--- config.mk ---
export PLATFORM = sky130hd
export DESIGN_NAME = refill_randomizer_mc
export DESIGN_NICKNAME = d
export VERILOG_FILES = /design/src/rtl/refill_randomizer_mc.sv
export SDC_FILE = /design/constraint.sdc
export NUM_CORES = 1
export LEC_CHECK = 0
export BUFFER_PORTS_ARGS = -buffer_cell sky130_fd_sc_hd__buf_2
export CAP_MARGIN = 20
export CORE_MARGIN = 3
export CORE_UTILIZATION = 64
export DETAILED_ROUTE_END_ITERATION = 8
export PLACE_DENSITY_LB_ADDON = 0.2
export SETUP_SLACK_MARGIN = 0.1
export SLEW_MARGIN = 20
export SYNTH_ARGS = -nofsm -noshare
export SYNTH_HDL_FRONTEND = slang
export SYNTH_SLANG_ARGS = --single-unit
--- constraint.sdc ---
create_clock -name clk -period 4.9 [get_ports clk]
set_clock_uncertainty 0.15 [all_clocks]
set_input_delay 0.98 -clock clk [delete_from_list [all_inputs] [get_ports clk]]
set_output_delay 0.98 -clock clk [all_outputs]
set_load 0.03 [all_outputs]
--- src/rtl/refill_randomizer_mc.sv ---
// refill_randomizer_mc: multi-channel full-flag filter.
// Flag assertion passes through with no delay. Flag release is held off by a
// pseudo-random number of cycles taken from one shared Fibonacci LFSR. Each
// channel reads a different rotation of the LFSR, so channels that release in
// the same cycle get different delays. enable=0 bypasses the filter.
module refill_randomizer_mc #(
    parameter int CHANNELS   = 4,
    parameter int BITS       = 7,
    parameter int DBITS      = 6,
    parameter int MIN_DELAY  = 1,
    parameter int RESET_HOLD = 16
) (
    input  logic                clk,
    input  logic                rst,
    input  logic                enable,
    input  logic                load_seed,
    input  logic [BITS-1:0]     seed,
    input  logic [CHANNELS-1:0] full_in,
    output logic [CHANNELS-1:0] full_out,
    output logic [CHANNELS-1:0] holding
);

    // Wide enough that MIN_DELAY plus the largest random draw never wraps.
    localparam int CW = ((DBITS > 8) ? DBITS : 8) + 1;

    localparam logic [15:0] TAPS16 =
        (BITS == 5)  ? 16'h0014 :
        (BITS == 7)  ? 16'h0041 :
        (BITS == 9)  ? 16'h0110 :
        (BITS == 11) ? 16'h0500 :
        (BITS == 15) ? 16'h6000 :
                       16'hD008;
    localparam logic [BITS-1:0] TAPS  = TAPS16[BITS-1:0];
    localparam logic [CW-1:0]   MIN_W = CW'(MIN_DELAY);
    localparam logic [CW-1:0]   RST_W = CW'(RESET_HOLD);
    localparam logic [BITS-1:0] ONE_W = BITS'(1);

    generate
        if (!(BITS == 5 || BITS == 7 || BITS == 9 || BITS == 11 || BITS == 15 || BITS == 16)
            || DBITS < 1 || DBITS > BITS) begin : g_bad_param
            $error("refill_randomizer_mc: unsupported BITS/DBITS combination");
        end
    endgenerate

    logic [BITS-1:0]     lfsr_q, lfsr_d;
    logic [CHANNELS-1:0] full_last_q, full_last_d;
    logic [CW-1:0]       count_q [CHANNELS];
    logic [CW-1:0]       count_d [CHANNELS];
    logic [DBITS-1:0]    rnd     [CHANNELS];
    logic [CHANNELS-1:0] busy;

    // Per-channel random draw: low DBITS of the LFSR rotated left by channel index.
    generate
        for (genvar ch = 0; ch < CHANNELS; ch++) begin : g_rnd
            localparam int ROT = ch % BITS;
            assign rnd[ch] = DBITS'({lfsr_q, lfsr_q} >> (BITS - ROT));
        end
    endgenerate

    // LFSR next state: seed load wins over stepping; a zero seed becomes 1.
    always_comb begin
        lfsr_d = lfsr_q;
        if (load_seed) begin
            lfsr_d = (seed == '0) ? ONE_W : seed;
        end else if (enable) begin
            lfsr_d = {lfsr_q[BITS-2:0], ^(lfsr_q & TAPS)};
        end
    end

    // Per-channel hold counters: clear on assertion, load on release, count down.
    always_comb begin
        full_last_d = full_in;
        for (int ch = 0; ch < CHANNELS; ch++) begin
            count_d[ch] = '0;
            if (enable && !full_in[ch]) begin
                if (full_last_q[ch]) begin
                    // A release that finds a running count can only be the first
                    // cycle after reset; keep the reset hold instead of redrawing.
                    if (count_q[ch] != '0) begin
                        count_d[ch] = count_q[ch];
                    end else begin
                        count_d[ch] = MIN_W + CW'(rnd[ch]);
                    end
                end else if (count_q[ch] != '0) begin
                    count_d[ch] = count_q[ch] - CW'(1);
                end
            end
        end
    end

    // Outputs: assertion is combinational from full_in, release follows the hold.
    always_comb begin
        for (int ch = 0; ch < CHANNELS; ch++) begin
            busy[ch] = (count_q[ch] != '0);
        end
        if (rst) begin
            full_out = '1;
        end else if (enable) begin
            full_out = full_in | full_last_q | busy;
        end else begin
            full_out = full_in;
        end
        // full_last covers the release cycle itself, so holding starts the cycle after.
        holding = enable ? (busy & ~full_last_q) : '0;
    end

    // State registers with synchronous reset into the post-reset hold.
    always_ff @(posedge clk) begin
        if (rst) begin
            lfsr_q      <= ONE_W;
            full_last_q <= '1;
            for (int ch = 0; ch < CHANNELS; ch++) begin
                count_q[ch] <= RST_W;
            end
        end else begin
            lfsr_q      <= lfsr_d;
            full_last_q <= full_last_d;
            for (int ch = 0; ch < CHANNELS; ch++) begin
                count_q[ch] <= count_d[ch];
            end
        end
    end

endmodule
==> metrics.yaml <==
port_buffers: 22
viasPerCell: 6.267
dpl.hpwl_um: 4698
clk_pin_slew_worst_paths_ns: 0.09
htreeDepth: 2
area_growth_pct: 7.265
critical_path.max_stage_delay_ns: 0.54
rsz0062_at_grt: "false"
postPlaceCellArea_sq_mm: 0.002949
drc: 0
wl_um: 6512
power.density_mw_per_mm2: 293.8
cts_tree: "done"
p_leak_nw: 1.206
finalInstanceArea_sq_mm: 0.003067
ys_top_cells_by_area: "dfxtp_1 (33%), xnor2_1 (5.8%), a21oi_1 (4.9%), mux2i_1 (4.9%), nor2_1 (4.5%)"
vias: 2607
worstSetupStartpointType: "flip-flop"
cp-end-kind: "output pin"
grt_pass1_wl_um: 10900
cts-resized-gates: 0
worst-path-buf-inv: 2
antenna_cells: 0
synth_cell_types: 49
nNetsFinal: 388
globalRouteTotalUtil_pct: 26.17
crit_arrival_ns: 2.41
cts_root_buffer: "clkbuf_8"
post-route-util_pct: 74.00
detail_route.first_pass.iterations: 4
synth.avg_cell_area_sq_um: 8.008
place_congestion: 0.8990
grt_pass1_vias: 2261
setup_viol: 0
yosys-top-cells-count: "dfxtp_1 (47), nor2_1 (34), nand2_1 (29)"
clk_latency_ns: 0.31
grt_max_degree: 19
synthesis.area_sq_mm: 0.002859
antenna_found_initial: 0
overflow: 0
crit_slowest_cell: "or3b_2"
synth_edf_count: 0
die_w_um: 72.84
syn-instance-count: 357
dieArea_sq_mm: 0.005305
worst-setup-path-type: "reg -> out"
drv_cap: 0
crit_path_max_fanout: 8
drv_slew: 0
ys_seq_elements: 47
drt-initial-drc-count: 240
layout_min_cycle_time_ns: 3.544
ios: 23
hp-class: "reg -> reg"
yosysMostFrequentCell: "dfxtp_1"
relSlewSlack_pct: 54.40
die_height_um: 72.84
crit_path_cell_trace: "inv_1, ha_1, or3b_2, or3_1, o21ai_0, nand2_1, buf_2"
tns_ns: 0
hold_buffers: 0
placed_cells: 408
detail-route-antenna-nets: 0
coreArea_sq_mm: 0.004144
whs_ns: 0.3076
fmax_mhz: 282.1
numCtsBuffers: 5
synth_largest_area_cell: "dfxtp_1"
post-route-period-util_pct: 72.33
start_util_pct: 68.99
outcome: "finished clean"
hold_viol: 0
fin_cells: 416
max-vdd-ir-drop_mv: 0.1788
async_reset_ff_share_pct: 0
fillerInstances: 329
wire_per_inst_um: 15.65
yosys_most_used_dff: "dfxtp_1"
drive_gt1_share_pct: 10.11
synth.top_cell.area_share_pct: 32.91
worst_pin_slew_ns: 0.6746
ys_seq_area_share_pct: 32.91
cts_sinks: 47
cts.path.max_buffers: 2
required_ns: 3.77
post-cts-setup-buffers: 0
syn-num-nets: 380
yosys_warnings: 0
rows: 23
cpLargestDelayFamily: "simple AND/OR/NAND/NOR gates"
[logic make-up (layout without fill, tap and decap cells)]
logic type | count (synthesis) | in the layout | share of synthesized area (%)
AO/OA/AOI/OAI | 76 | 76 | 17.46
XOR/XNOR | 32 | 32 | 9.803
adder cells (fa/ha/maj) | 8 | 8 | 3.501
buffers and inverters | 41 | 50 | 5.514
flip-flops | 47 | 47 | 32.91
multiplexers | 14 | 14 | 4.901
AND/OR/NAND/NOR | 139 | 139 | 25.91
[per-layer routing]
layer	vias up	routed length (um)	share of wire, %	GRT usage (%)
met5	-	0	0	0
met4	0	93	1.4	7.377
met3	8	426	6.5	4.683
met2	90	2931	45	39.78
met1	1218	3061	47	37.90
li1	1291	-	-	-
[sequential cells by signal (all words and copies together), names as in the netlist]
signal and cells:
full_last_q 4, lfsr_q 7, count_q 36
[cell usage in the layout (no fill, tap or decap), types with 2 or more instances in the layout]
cell / count
a22oi_1: 2
nor3b_1: 6
xnor2_1: 19
a311o_1: 2
nand4_1: 4
and3_1: 2
nor3_1: 17
o21ai_0: 9
or4_1: 3
buf_2: 22
nor2b_1: 4
a31oi_1: 4
o31ai_1: 2
nor4_1: 10
nand3_1: 7
nand2_1: 29
nor4b_1: 2
inv_1: 20
a32o_1: 2
a211oi_1: 14
o41ai_1: 3
a21oi_1: 28
o21a_1: 2
dfxtp_1: 47
ha_1: 8
or3_1: 4
xor2_1: 13
nor2_1: 34
mux2i_1: 14
nand2b_1: 7
clkbuf_8: 6
[where the power goes]
group | switching [mW] | internal [mW]
clock | 0.136 | 0.165
combinational | 0.103 | 0.0717
sequential | 0.0281 | 0.397
total | 0.267 | 0.634
[area by class of cell]
class / count / area (sq um) / area share [%]
Clock buffer: 6 / 82.58 / 2.693
Sequential cell: 47 / 940.9 / 30.68
Clock inverter: 2 / 35.03 / 1.142
Tap cell: 50 / 62.56 / 2.040
Inverter: 20 / 75.07 / 2.448
Multi-Input combinational cell: 269 / 1760 / 57.41
Timing Repair Buffer: 22 / 110.1 / 3.590
[path summary, 6_finish.rpt]
kind	startpoint	to	slack (ns)	cells after the start
setup / recovery	count_q[0][0]$_SDFFE_PP0P_	full_out[0]	1.36	7
hold / removal	count_q[1][8]$_SDFFE_PP0P_	count_q[1][8]$_SDFFE_PP0P_	0.31	2
setup reg to reg	count_q[3][0]$_SDFFE_PP0P_	count_q[3][6]$_SDFFE_PP0P_	2.53	6
hold reg to reg	count_q[1][8]$_SDFFE_PP0P_	count_q[1][8]$_SDFFE_PP0P_	0.31	2
[worst reg2reg max path, stage by stage (launching register included)]
cell and delay, ns:
dfxtp_1 0.33, inv_1 0.07, ha_1 0.19, nor4b_1 0.41, nand2_1 0.39, or4_1 0.61
a21oi_1 0.15
[stage by stage]
step                      power (mW)  setup WS (ns)
after floorplan               0.5665          1.554
after global placement        0.5990          1.723
after detailed placement      0.6043          1.697
after CTS                     0.9018          1.365
after global routing          0.9414          1.224
final                         0.9009          1.356
Note: power is estimated with default switching activity, not from simulation.
